**config.mk**
```make
export PLATFORM = sky130hd
export DESIGN_NAME = mem_arbiter
export DESIGN_NICKNAME = d
export VERILOG_FILES = /design/src/rtl/mem_arbiter.sv
export SDC_FILE = /design/constraint.sdc
export NUM_CORES = 1
export LEC_CHECK = 0
export CAP_MARGIN = 20
export CELL_PAD_IN_SITES_DETAIL_PLACEMENT = 2
export CELL_PAD_IN_SITES_GLOBAL_PLACEMENT = 2
export CORE_AREA = 2 2 287 289
export CTS_CLUSTER_SIZE = 30
export DETAILED_ROUTE_END_ITERATION = 7
export DIE_AREA = 0 0 289 291
export PLACE_DENSITY = 0.58
export SYNTH_ARGS = -nofsm -noshare
export SYNTH_HDL_FRONTEND = slang
export SYNTH_SLANG_ARGS = --single-unit
```
**constraint.sdc**
```tcl
create_clock -name clk -period 4 [get_ports clk]
set_input_delay 0.8 -clock clk [delete_from_list [all_inputs] [get_ports clk]]
set_output_delay 0.8 -clock clk [all_outputs]
set_load 0.01 [all_outputs]
```
**src/rtl/mem_arbiter.sv**
```systemverilog
`default_nettype none
// ============================================================================
//  Module      : mem_arbiter
//  Description : Two-client (I-cache / D-cache) arbiter for a single main
//                memory port. Round-robin on ties, request fields latched on
//                grant, one-cycle RELEASE gap between transactions.
//  Revision    : 1.0 - initial release
// ============================================================================
module mem_arbiter #(
    parameter int ADDR_W = 28,
    parameter int DATA_W = 128
) (
    input  logic              clk,
    input  logic              proc_reset,
    // I-cache side
    input  logic              i_mem_read,
    input  logic [ADDR_W-1:0] i_mem_addr,
    output logic [DATA_W-1:0] i_mem_rdata,
    output logic              i_mem_ready,
    // D-cache side
    input  logic              d_mem_read,
    input  logic              d_mem_write,
    input  logic [ADDR_W-1:0] d_mem_addr,
    input  logic [DATA_W-1:0] d_mem_wdata,
    output logic [DATA_W-1:0] d_mem_rdata,
    output logic              d_mem_ready,
    // main memory side
    output logic              mem_read,
    output logic              mem_write,
    output logic [ADDR_W-1:0] mem_addr,
    output logic [DATA_W-1:0] mem_wdata,
    input  logic [DATA_W-1:0] mem_rdata,
    input  logic              mem_ready,
    // status
    output logic              grant_d,
    output logic              arb_busy
);

    typedef enum logic [1:0] {
        IDLE    = 2'd0,
        GNT_I   = 2'd1,
        GNT_D   = 2'd2,
        RELEASE = 2'd3
    } state_t;

    state_t              r_state;
    state_t              w_next_state;
    logic                r_last_d;
    logic [ADDR_W-1:0]   r_addr;
    logic [DATA_W-1:0]   r_wdata;
    logic                r_write;

    logic                w_i_req;
    logic                w_d_req;
    logic                w_pick_d;
    logic                w_granting;

    assign w_i_req    = i_mem_read;
    assign w_d_req    = d_mem_read | d_mem_write;
    // D wins when it is the only requester, or on a tie when I was served last
    assign w_pick_d   = w_d_req & ~(w_i_req & r_last_d);
    assign w_granting = (r_state == IDLE) & (w_i_req | w_d_req);

    // State register and round-robin history
    always_ff @(posedge clk) begin
        if (proc_reset) begin
            r_state  <= IDLE;
            r_last_d <= 1'b0;
        end else begin
            r_state <= w_next_state;
            if (r_state == GNT_D && mem_ready) begin
                r_last_d <= 1'b1;
            end else if (r_state == GNT_I && mem_ready) begin
                r_last_d <= 1'b0;
            end
        end
    end

    // Next-state logic; a dropped request never aborts an open transaction
    always_comb begin
        w_next_state = r_state;
        case (r_state)
            IDLE: begin
                if (w_granting) begin
                    w_next_state = w_pick_d ? GNT_D : GNT_I;
                end
            end
            GNT_I, GNT_D: begin
                if (mem_ready) begin
                    w_next_state = RELEASE;
                end
            end
            RELEASE: w_next_state = IDLE;
            default: w_next_state = IDLE;
        endcase
    end

    // Latch the winner's request fields; write has priority over read on D
    always_ff @(posedge clk) begin
        if (proc_reset) begin
            r_addr  <= '0;
            r_wdata <= '0;
            r_write <= 1'b0;
        end else if (w_granting) begin
            if (w_pick_d) begin
                r_addr  <= d_mem_addr;
                r_wdata <= d_mem_wdata;
                r_write <= d_mem_write;
            end else begin
                r_addr  <= i_mem_addr;
                r_wdata <= '0;
                r_write <= 1'b0;
            end
        end
    end

    // Memory and client outputs driven purely from state and latched fields
    always_comb begin
        mem_read    = 1'b0;
        mem_write   = 1'b0;
        i_mem_ready = 1'b0;
        d_mem_ready = 1'b0;
        if (r_state == GNT_I || r_state == GNT_D) begin
            mem_read  = ~r_write;
            mem_write = r_write;
        end
        if (r_state == GNT_I) begin
            i_mem_ready = mem_ready;
        end
        if (r_state == GNT_D) begin
            d_mem_ready = mem_ready;
        end
    end

    assign mem_addr    = r_addr;
    assign mem_wdata   = r_wdata;
    assign i_mem_rdata = mem_rdata;
    assign d_mem_rdata = mem_rdata;
    assign grant_d     = (r_state == GNT_D);
    assign arb_busy    = (r_state != IDLE);

endmodule
`default_nettype wire

```
# Yosys cells after proc, flatten, opt, wreduce, memory -nomap -nowiden
# Cells that the tools add are included.
# word_totals
regBits	160
output_inout_bits	418
# op_classes
n_eq_ne	5
mux	13
bitwise	7
reduce_logical	8
# ops
cell	count
2-to-1 mux 128 bit	1
2-to-1 mux 28 bit	1
2-to-1 mux 1 bit	7
2-to-1 mux 2 bit	3
one-hot mux 2 bit (3 select lines)	1
== test 2 bit, second input constant	2
inequality test 2 bit, second input constant	2
nonzero test 2 bit	2
AND 1 bit	3
== test 2 x 1 -> 1 bit, second input constant	1
logical AND 1 bit	2
zero test 2 bit	1
NOT 1 bit	2
OR 1 bit	2
AND reduction 2 bit	1
OR reduction 2 bit	1
logical OR 1 bit	1

# Longest topological paths before layout
# depth
ltp_word	6
depth_mapped	7
ltp_nobuf	5

# Worst setup path after synthesis
# Ideal clock, no wire load.
# synth_timing
path_kind	in2out
from	input mem_ready
to	output d_mem_ready
arrival_time_ps	973
required_time_ps	3200
path_slack_ps	2227
stages	1
n_path_buf	0
cell_sequence	and2_1
# synth_between
elab_chain_len	1
# synth_rtl
element	line_no	source
start, declared	33	input logic mem_ready,
2-to-1 mux 1 bit	130	if (r_state == GNT_D) begin
end, declared	26	output logic d_mem_ready,
# Every way passes these cells.

# Worst setup path after layout
# layout_timing
from	register r_state[1]
to	output mem_read
# layout_between
elab_chain_len	3
elab_cells_between_ends	4
classes_between	2 x eq/ne; 1 x mux; 1 x reduce/logical
# layout_rtl
element	line_no	source
start, declared	46	state_t r_state;
start signal, assigned	70	r_state <= w_next_state;
== test 2 x 1 -> 1 bit / == test 2 bit (equally long branches)	123	if (r_state == GNT_I || r_state == GNT_D) begin
logical OR 1 bit *	123	
2-to-1 mux 1 bit *	123	
end, declared	28	output logic mem_read,
# Every way passes the cells marked *; elsewhere a longest branch is shown, timed or not.

==> results.json <==
{
  "dp_hpwl_mm": 24.0,
  "crit_required_ns": 3.20,
  "port_buffers": 351,
  "post_cts.repair.setup_buffers": 0,
  "path_class": "reg2out",
  "post-synth-top-count-cell": "buf_4",
  "setup_viol": 0,
  "setup_tns_ns": 0,
  "p_int_mw": 4.38,
  "root_buffer": "clkbuf_16",
  "cts_resized": 0,
  "synth-xor-area-share": 0,
  "syn_inst": 1016,
  "outcome": "complete, no violations",
  "p_per_area_mw_per_mm2": 624,
  "detail-route-antenna-nets": 0,
  "cp-end-kind": "primary output",
  "hold_viol": 0,
  "leakage_nw": 3.77,
  "via_count": 7045,
  "cts_buffers": 17,
  "area_delta_synth_final_pct": 42.0,
  "synth_top_family_by_area": "buffers and inverters",
  "finalClockSkew_ns": 0.0178,
  "seqPwrFrac": 0.310,
  "r2r_slack_ns": 1.81,
  "cts_hold_buf": 0,
  "async_flop_share": 0,
  "drive_gt1_frac": 0.0407,
  "gp_congestion": 0.701,
  "start_kind": "flop",
  "grt_util_all_layers": 0.0789,
  "grt-ovfl-total": 0,
  "grt_max_degree": 161,
  "synth_fp_nets": 1339,
  "routed_via_density": 3.28,
  "antenna_found_initial": 0,
  "critPathArrivalTime_ns": 2.15,
  "max_slew_margin": 0.419,
  "drcViolationCount": 0,
  "power_switching_mw": 2.75,
  "synth_area_leader_cell": "dfxtp_1",
  "dieArea_mm2": 0.0841,
  "synth_fa_ha_area_frac": 0.00779,
  "fmax_mhz": 339,
  "clk_latency_ns": 0.48,
  "slowest_stage": "clkdlybuf4s50_1",
  "h-tree-depth": 4,
  "drv_slew": 0,
  "power_frac_comb": 0.440,
  "peakVddDrop_v": 0.000483,
  "start_util": 0.0989,
  "wl_per_cell_um": 15.6,
  "core-area_mm2": 0.0812,
  "synth_cell_types": 24,
  "synth_compound_area_frac": 0.135,
  "synth_area_mm2": 0.00803,
  "synth_top_cells_by_count": "buf_4 (257), dfxtp_1 (160), nand2_1 (160)",
  "cap_viol_max_count": 0,
  "slowest_delay_ns": 0.57,
  "drt_iter0_drc": 159,
  "period_share": 0.737,
  "dr.pass1.iters": 3,
  "rows": 105,
  "numClockSinks": 160,
  "synth.avg_cell_area_um2": 7.91,
  "synth_seq_cells": 160,
  "nets": 1393,
  "antenna_cells": 0,
  "synthFlopType": "dfxtp_1",
  "grt_pass1_vias": 7884,
  "switching_share": 0.386,
  "path_cells": "inv_1 > ha_1 > nor2b_1 > clkdlybuf4s50_1",
  "cts_tree": "yes",
  "clock_path_buffers": 2,
  "synth_warnings": 0,
  "yosys.area_share.simple": 0.174,
  "p_clk_frac": 0.250,
  "rsz0062_at_grt": "no",
  "synth_top_area_frac": 0.399,
  "grt_pass1_wl_mm": 48.9,
  "synth_mux_area_frac": 0.00125,
  "fin_util": 0.141,
  "die_h_um": 291,
  "tightest_slew_ns": 0.871,
  "yosysSeqAreaShare": 0.399,
  "dieWidth_um": 289,
  "hp-class": "reg2reg",
  "period_needed_ns": 2.95,
  "crit_fanout": 5,
  "total_power_mw": 7.12,
  "wirelength_mm": 33.5,
  "clkSlewWorstSetupHoldPaths_ns": 0.08,
  "synth-edff-count": 0,
  "synthTopCellsByArea": "dfxtp_1 (40%), buf_4 (24%), a21oi_1 (9.9%)",
  "ios": 736
}
[sequential cells by signal (all words and copies together), names as in the netlist]
signal,cells
mem_addr,28
mem_wdata,128
r_last_d,1
r_state,2
r_write,1
[worst paths after layout]
check	start	end	cells past startpoint
max	r_state[1]	mem_read	4
min	mem_wdata[76]	mem_wdata[76]	2
max reg2reg	r_state[0]	mem_wdata[59]	7
min reg2reg	mem_wdata[76]	mem_wdata[76]	2
[routing by layer]
metal / share of wire / wire length, um / global-route usage / vias up
met5: 0 / 0 / 0 / -
met4: 0.072 / 2420 / 0.0630 / 0
met1: 0.37 / 12400 / 0.0775 / 3325
met3: 0.11 / 3720 / 0.0421 / 133
met2: 0.45 / 14900 / 0.123 / 377
li1: - / - / - / 3210
[layout make-up]
type | count | area, um^2
multi-input combinational | 525 | 2570
clock buffer | 21 | 460
clock inverter | 9 | 133
sequential | 160 | 3200
timing repair buffer | 362 | 3680
fill | 9510 | 69800
inverter | 4 | 15.0
tap | 1070 | 1340
[power by group through the flow]
stage                     combinational (mW)  clock, mW  sequential (mW)
after global placement                  3.18          0             2.23
after global routing                    3.48       1.97             2.27
after floorplan                         1.68          0             2.38
after CTS                               3.25       1.92             2.22
after detailed placement                3.24          0             2.25
final                                   3.13       1.78             2.21
[metrics by stage]
step                      hold slack [ns]  instances  setup slack [ns]  cell area [um^2]
after floorplan                     0.441       1016              2.23              8030
after CTS                           0.457       2151             0.942             11400
after detailed placement            0.448       2121              1.02             10800
after global placement              0.437       2121              1.12             10800
final                               0.452       2151              1.05             11400
after global routing                0.472       2151             0.855             11400
[placed cells by master, fill, tap and decap left out, drive strengths merged, types with 5 or more instances in the layout]
cell           netlist  layout
a211oi              28      28
buf                307      12
nand2              160     160
ha                   5       5
inv                  4       5
nand3              129     129
dfxtp              160     160
nor2                29      29
clkbuf              20      21
clkdlybuf4s50        0     350
a21oi              159     159
[worst max-delay path, delay by kind of cell, from the launching register on]
family / cells / cell delay (ns)
flops: 1 / 0.38
buf+inv: 2 / 0.68
simple gates: 1 / 0.19
fa+ha+maj: 1 / 0.41
[logic make-up (layout without fill, tap and decap cells)]
family | after synthesis | after routing
AOI/OAI and AO/OA | 195 | 195
adders and majority gates | 5 | 5
buffers and inverters | 331 | 396
DFF | 160 | 160
muxes | 1 | 1
and+or+nand+nor | 324 | 324
No activity file was read; power rests on OpenSTA's default activity.
